## src/rtl/tl_a_repeater_if.sv

```systemverilog
// TileLink A-channel bundle: valid/ready handshake plus the full A payload.
// The master modport drives a beat and the slave modport accepts it.
interface tl_a_repeater_if #(
  parameter int ADDR_W = 32,
  parameter int DATA_W = 32,
  parameter int SIZE_W = 4,
  parameter int SRC_W  = 2
);
  logic                valid;
  logic                ready;
  logic [2:0]          opcode;
  logic [2:0]          param;
  logic [SIZE_W-1:0]   size;
  logic [SRC_W-1:0]    source;
  logic [ADDR_W-1:0]   address;
  logic [DATA_W/8-1:0] mask;
  logic [DATA_W-1:0]   data;
  logic                corrupt;

  modport master (
    output valid, opcode, param, size, source, address, mask, data, corrupt,
    input  ready
  );

  modport slave (
    input  valid, opcode, param, size, source, address, mask, data, corrupt,
    output ready
  );
endinterface

```

## src/rtl/tl_a_repeater.sv

```systemverilog
// tl_a_repeater: single-entry TileLink A-channel repeater.
// Empty: enq passes straight through to deq. When the consumer holds
// do_repeat on an accepted beat, the beat is saved and replayed on deq until
// a deq handshake with do_repeat low releases it.
// `repeat` is a reserved word, so the consumer request is named do_repeat.
// Optional macro TL_A_REPEATER_ASSERT_EN compiles in simulation-only checks.
module tl_a_repeater #(
  parameter int ADDR_W = 32,
  parameter int DATA_W = 32,
  parameter int SIZE_W = 4,
  parameter int SRC_W  = 2
) (
  input  logic             clock,
  input  logic             reset,
  input  logic             do_repeat,
  output logic             full,
  tl_a_repeater_if.slave   enq,
  tl_a_repeater_if.master  deq
);

  // One A-channel beat, packed so save/replay/compare act on a single value.
  typedef struct packed {
    logic [2:0]          opcode;
    logic [2:0]          param;
    logic [SIZE_W-1:0]   size;
    logic [SRC_W-1:0]    source;
    logic [ADDR_W-1:0]   address;
    logic [DATA_W/8-1:0] mask;
    logic [DATA_W-1:0]   data;
    logic                corrupt;
  } beat_t;

  logic  full_q, full_d;
  beat_t saved_q, saved_d;
  beat_t enq_beat;
  beat_t deq_beat;
  logic  enq_ready_w;
  logic  deq_valid_w;
  logic  enq_fire;
  logic  deq_fire;

  assign enq_beat = {enq.opcode, enq.param, enq.size, enq.source,
                     enq.address, enq.mask, enq.data, enq.corrupt};

  // Output muxing: pass-through when empty, saved beat when full.
  assign deq_valid_w = full_q ? 1'b1 : enq.valid;
  assign enq_ready_w = full_q ? 1'b0 : deq.ready;
  assign deq_beat    = full_q ? saved_q : enq_beat;
  assign enq_fire    = enq.valid & enq_ready_w;
  assign deq_fire    = deq_valid_w & deq.ready;

  assign full        = full_q;
  assign enq.ready   = enq_ready_w;
  assign deq.valid   = deq_valid_w;
  assign deq.opcode  = deq_beat.opcode;
  assign deq.param   = deq_beat.param;
  assign deq.size    = deq_beat.size;
  assign deq.source  = deq_beat.source;
  assign deq.address = deq_beat.address;
  assign deq.mask    = deq_beat.mask;
  assign deq.data    = deq_beat.data;
  assign deq.corrupt = deq_beat.corrupt;

  // Next-state: capture on an accepted beat with do_repeat while empty,
  // release on a deq handshake without do_repeat while full.
  always_comb begin
    // NOTE: every variable gets a default first so no path leaves it
    // unassigned; otherwise synthesis infers a latch.
    full_d  = full_q;
    saved_d = saved_q;
    if (!full_q && enq_fire && do_repeat) begin
      full_d  = 1'b1;
      saved_d = enq_beat;
    end else if (full_q && deq_fire && !do_repeat) begin
      full_d  = 1'b0;
    end
  end

  // State registers with synchronous reset.
  always_ff @(posedge clock) begin
    // NOTE: sequential state uses non-blocking assignments so every flop
    // samples its pre-edge inputs regardless of statement order.
    if (reset) begin
      full_q  <= 1'b0;
      // NOTE: the single saved entry is a plain register, cheap to reset, so
      // it is cleared to give a defined value after reset.
      saved_q <= '0;
    end else begin
      full_q  <= full_d;
      saved_q <= saved_d;
    end
  end

`ifdef TL_A_REPEATER_ASSERT_EN
  // A stalled deq beat must stay valid and unchanged in the next cycle.
  a_deq_stable: assert property (@(posedge clock) disable iff (reset)
    (deq_valid_w && !deq.ready) |=> (deq_valid_w && $stable(deq_beat)))
    else $error("tl_a_repeater: deq beat changed or dropped while stalled");

  // Upstream is never accepted while a saved beat is replayed.
  a_no_ready_full: assert property (@(posedge clock) disable iff (reset)
    !(full_q && enq_ready_w))
    else $error("tl_a_repeater: enq_ready high while full");

  // full only rises after an accepted beat carrying do_repeat.
  a_full_rise: assert property (@(posedge clock) disable iff (reset)
    $rose(full_q) |-> $past(enq_fire && do_repeat))
    else $error("tl_a_repeater: full rose without a capture");
`else
  // Assertion checks not compiled in.
`endif

endmodule

```

## src/flat_wrapper.sv

```systemverilog
// flat-port wrapper written by rule: the top's interface ports become plain ports
module tl_a_repeater_flat 
#(
  parameter int ADDR_W = 32,
  parameter int DATA_W = 32,
  parameter int SIZE_W = 4,
  parameter int SRC_W  = 2
)
  (clock, reset, do_repeat, full, enq_valid, enq_opcode, enq_param, enq_size, enq_source, enq_address, enq_mask, enq_data, enq_corrupt, enq_ready, deq_valid, deq_opcode, deq_param, deq_size, deq_source, deq_address, deq_mask, deq_data, deq_corrupt, deq_ready);
  tl_a_repeater_if #(.ADDR_W(ADDR_W), .DATA_W(DATA_W), .SIZE_W(SIZE_W), .SRC_W(SRC_W)) enq_i ();
  tl_a_repeater_if #(.ADDR_W(ADDR_W), .DATA_W(DATA_W), .SIZE_W(SIZE_W), .SRC_W(SRC_W)) deq_i ();
  input  logic clock;
  input  logic reset;
  input  logic do_repeat;
  output logic full;
  input wire logic [$bits(enq_i.valid)-1:0] enq_valid;
  input wire logic [$bits(enq_i.opcode)-1:0] enq_opcode;
  input wire logic [$bits(enq_i.param)-1:0] enq_param;
  input wire logic [$bits(enq_i.size)-1:0] enq_size;
  input wire logic [$bits(enq_i.source)-1:0] enq_source;
  input wire logic [$bits(enq_i.address)-1:0] enq_address;
  input wire logic [$bits(enq_i.mask)-1:0] enq_mask;
  input wire logic [$bits(enq_i.data)-1:0] enq_data;
  input wire logic [$bits(enq_i.corrupt)-1:0] enq_corrupt;
  output wire logic [$bits(enq_i.ready)-1:0] enq_ready;
  output wire logic [$bits(deq_i.valid)-1:0] deq_valid;
  output wire logic [$bits(deq_i.opcode)-1:0] deq_opcode;
  output wire logic [$bits(deq_i.param)-1:0] deq_param;
  output wire logic [$bits(deq_i.size)-1:0] deq_size;
  output wire logic [$bits(deq_i.source)-1:0] deq_source;
  output wire logic [$bits(deq_i.address)-1:0] deq_address;
  output wire logic [$bits(deq_i.mask)-1:0] deq_mask;
  output wire logic [$bits(deq_i.data)-1:0] deq_data;
  output wire logic [$bits(deq_i.corrupt)-1:0] deq_corrupt;
  input wire logic [$bits(deq_i.ready)-1:0] deq_ready;
  assign enq_i.valid = enq_valid;
  assign enq_i.opcode = enq_opcode;
  assign enq_i.param = enq_param;
  assign enq_i.size = enq_size;
  assign enq_i.source = enq_source;
  assign enq_i.address = enq_address;
  assign enq_i.mask = enq_mask;
  assign enq_i.data = enq_data;
  assign enq_i.corrupt = enq_corrupt;
  assign enq_ready = enq_i.ready;
  assign deq_valid = deq_i.valid;
  assign deq_opcode = deq_i.opcode;
  assign deq_param = deq_i.param;
  assign deq_size = deq_i.size;
  assign deq_source = deq_i.source;
  assign deq_address = deq_i.address;
  assign deq_mask = deq_i.mask;
  assign deq_data = deq_i.data;
  assign deq_corrupt = deq_i.corrupt;
  assign deq_i.ready = deq_ready;
  tl_a_repeater #(.ADDR_W(ADDR_W), .DATA_W(DATA_W), .SIZE_W(SIZE_W), .SRC_W(SRC_W)) u_core (.clock(clock), .reset(reset), .do_repeat(do_repeat), .full(full), .enq(enq_i), .deq(deq_i));
endmodule
```

## config.mk

```make
export PLATFORM = sky130hd
export DESIGN_NAME = tl_a_repeater_flat
export DESIGN_NICKNAME = d
export VERILOG_FILES = /design/src/rtl/tl_a_repeater_if.sv /design/src/rtl/tl_a_repeater.sv /design/src/flat_wrapper.sv
export SDC_FILE = /design/constraint.sdc
export NUM_CORES = 1
export LEC_CHECK = 0
export CORE_MARGIN = 5
export CORE_UTILIZATION = 30
export DETAILED_ROUTE_END_ITERATION = 8
export SLEW_MARGIN = 20
export SYNTH_ARGS = -nofsm -noshare
export SYNTH_HDL_FRONTEND = slang
export SYNTH_SLANG_ARGS = --single-unit
```

## constraint.sdc

```tcl
create_clock -name clock -period 1.4 [get_ports clock]
set_input_delay 0.21 -clock clock [delete_from_list [all_inputs] [get_ports clock]]
set_output_delay 0.21 -clock clock [all_outputs]
set_load 0.02 [all_outputs]
```

==> impl_metrics.json <==
{
  "status": "finished with violations",
  "violations": "setup timing",
  "crit_type": "reg -> out",
  "dp_hpwl_um": 9040,
  "synth_cells": 448,
  "ir_worst_vdd_uv": 517,
  "endpoint_kind": "output port",
  "netlist_area_sq_mm": 0.00460,
  "routedWlPerCell_um": 16.5,
  "hold_path_depth": 4,
  "top_layer_used": "met4",
  "die_w_um": 134,
  "grt_max_degree": 106,
  "drcViolationCount": 0,
  "diodes": 0,
  "cts_buffer_depth": 2,
  "clkTransAtPathRegs_ps": 60,
  "p_leak_nw": 3.44,
  "clock-sinks": 82,
  "fin_ws_ps": -372,
  "die_y_um": 134,
  "grt_pass1_vias": 4124,
  "fin_crit_sh_pct": 127,
  "start_kind": "register",
  "routed_wl_um": 14700,
  "r2r_end": "u_core.saved_q[59]",
  "cts_root_buffer": "clkbuf_16",
  "die_area_sq_mm": 0.0179,
  "rsz0062_at_grt": "yes",
  "antenna_found_initial": 0,
  "final_nets": 788,
  "yosysWarnings": 0,
  "worst_pin_slew_ps": 344,
  "holdWs_ps": 432,
  "reg2reg_from": "u_core.full",
  "layoutNonFillerInstCount": 894,
  "crit_required_ps": 1190,
  "multi_input_area_sq_mm": 0.00304,
  "core_area_sq_mm": 0.0151,
  "routed-wl-met2_um": 7630,
  "max_cap_violations": 0,
  "met3_length_um": 585,
  "ioPinCount": 170,
  "syn2layout_area_growth_pct": 80.8,
  "ys_ff_latch": 82,
  "critPathSlowestCell": "dfxtp_4",
  "place.gp.congestion": 0.728,
  "crit_path_max_incr_delay_ps": 360,
  "via_per_inst": 4.58,
  "grt_usage_pct": 14.8,
  "dp.cells": 828,
  "yosysTopAreaCellShare_pct": 35.7,
  "slew_viol_final": 0,
  "cts_tree": "built",
  "final_common_cell": "nand2b_1",
  "ff2ff_path_depth": 7,
  "regToRegSetupSlack_ps": -320,
  "yosysSeqAreaShare_pct": 35.7,
  "firstDrtPassIters": 4,
  "worst-path-buf-inv": 4,
  "regArea_sq_mm": 0.00165,
  "clock_latency_ps": 330,
  "synth_area_leaders": "dfxtp_1 36%, nand2b_1 22%, mux2_2 20%",
  "start_util_pct": 30.5,
  "yosys.area.top_type": "dfxtp_1",
  "pwr_density_cell_mw_per_mm2": 809,
  "ant_nets": 0,
  "period_needed_ps": 1770,
  "numCtsBuffers": 9,
  "setup_viol": 165,
  "grt_pass1_wl_um": 21400,
  "slew_headroom_pct": 77.1,
  "vias": 4098,
  "drt_first_iter_violations": 147,
  "port_buffers": 169,
  "drt-met1-wl_um": 6190,
  "hp-class": "in -> reg",
  "nFillCells": 1336,
  "grt_overflow": 0,
  "drive_above_1_share_pct": 41.8,
  "final_hold_viol_count": 0,
  "synth_cell_types": 12,
  "crit_family": "buffers and inverters",
  "htreeDepth": 3,
  "syn_nets": 534,
  "worstHoldStart": "reset",
  "crit_arrival_ps": 1560,
  "final_cell_mix": "162 x nand2b_1, 95 x buf_6, 84 x clkdlybuf4s50_1",
  "rows": 45,
  "finClkSkew_ps": 6.67,
  "fmax_ghz": 0.564,
  "worstPathCellList": "buf_8 -> clkbuf_16 -> buf_4 -> mux2_4 -> buf_6",
  "critPathMaxFanout": 8,
  "synth_area_per_cell_sq_um": 10.3,
  "whs_endpoint": "u_core.saved_q[40]"
}
## repair_timing
action / CTS / global route
pin swaps: 0 / 1
gates cloned: 8 / 8
buffers inserted: 13 / 27
gates resized for setup: 249 / 357
hold buffers: 0 / 0
endpoints found under the setup margin: 164 / 165
## area by class of cell
class	instances	share of cell area [%]
clock buffers	12	3.09
well taps	188	2.83
clock inverters	3	0.181
repair buffers	279	37.6
flip-flops and latches	82	19.8
multi-input cells	330	36.5
## flip-flops by register name, summed over array words and instances, names as in the netlist
signal          count
u_core.saved_q     81
u_core.full         1
## metal layers
layer	up-vias	GRT usage, %
met2	90	27.4
li1	2013	-
met4	0	4.86
met1	1976	17.0
met3	19	2.89
met5	-	0
## synthesized netlist by cell type
library cell	number
a21oi_1	1
nand2b_1	162
dfxtp_1	82
nor3_1	1
mux2i_1	81
or2_2	1
nor2b_1	2
mux2_2	81
and4b_1	1
clkbuf_1	16
buf_2	12
buf_4	8
## metrics by stage
| step | setup TNS [ps] | total power, mW | area [sq um] | util (%) | setup slack, ps |
|---|---|---|---|---|---|
| global route | -52610 | 7.04 | 8310 | 55.1 | -413 |
| finish | -44080 | 6.73 | 8310 | 55.1 | -372 |
| floorplan | -1290 | 3.30 | 4600 | - | -24.5 |
| global placement | -41330 | 4.14 | 6900 | 45.8 | -332 |
| CTS | -48460 | 6.39 | 7330 | 48.5 | -491 |
| detailed placement | -45690 | 4.16 | 6900 | 45.8 | -353 |
## where the power goes
group          switching, mW  internal (mW)
logic                  0.796           1.26
clock network          0.922           1.28
registers             0.0485           2.41
## cells by family (layout without fill, tap and decap cells)
family	after synthesis	in the layout	share of synthesized area, %
AOI/OAI and AO/OA	1	1	0.109
DFF	82	82	35.7
muxes	162	162	37.5
buffers and inverters	36	294	3.92
and+or+nand+nor	167	167	22.8
## worst max-delay path by stage
| stage | startpoint | end | slack, ps | cells past startpoint |
|---|---|---|---|---|
| final | u_core.full | deq_opcode[0] | -370 | 5 |
| after global routing | u_core.full | deq_valid | -410 | 6 |
| after CTS | u_core.full | deq_mask[0] | -490 | 3 |
| after detailed placement | u_core.full | deq_opcode[0] | -350 | 3 |
| after global placement | u_core.full | deq_mask[2] | -330 | 3 |
| after floorplan | u_core.full | deq_address[0] | -20 | 3 |
## worst min-delay path, stage by stage
cell and delay (ps):
buf_4 110, buf_12 200, nand2b_1 130, mux2i_1 60
Note: power is estimated with default switching activity, not from simulation.
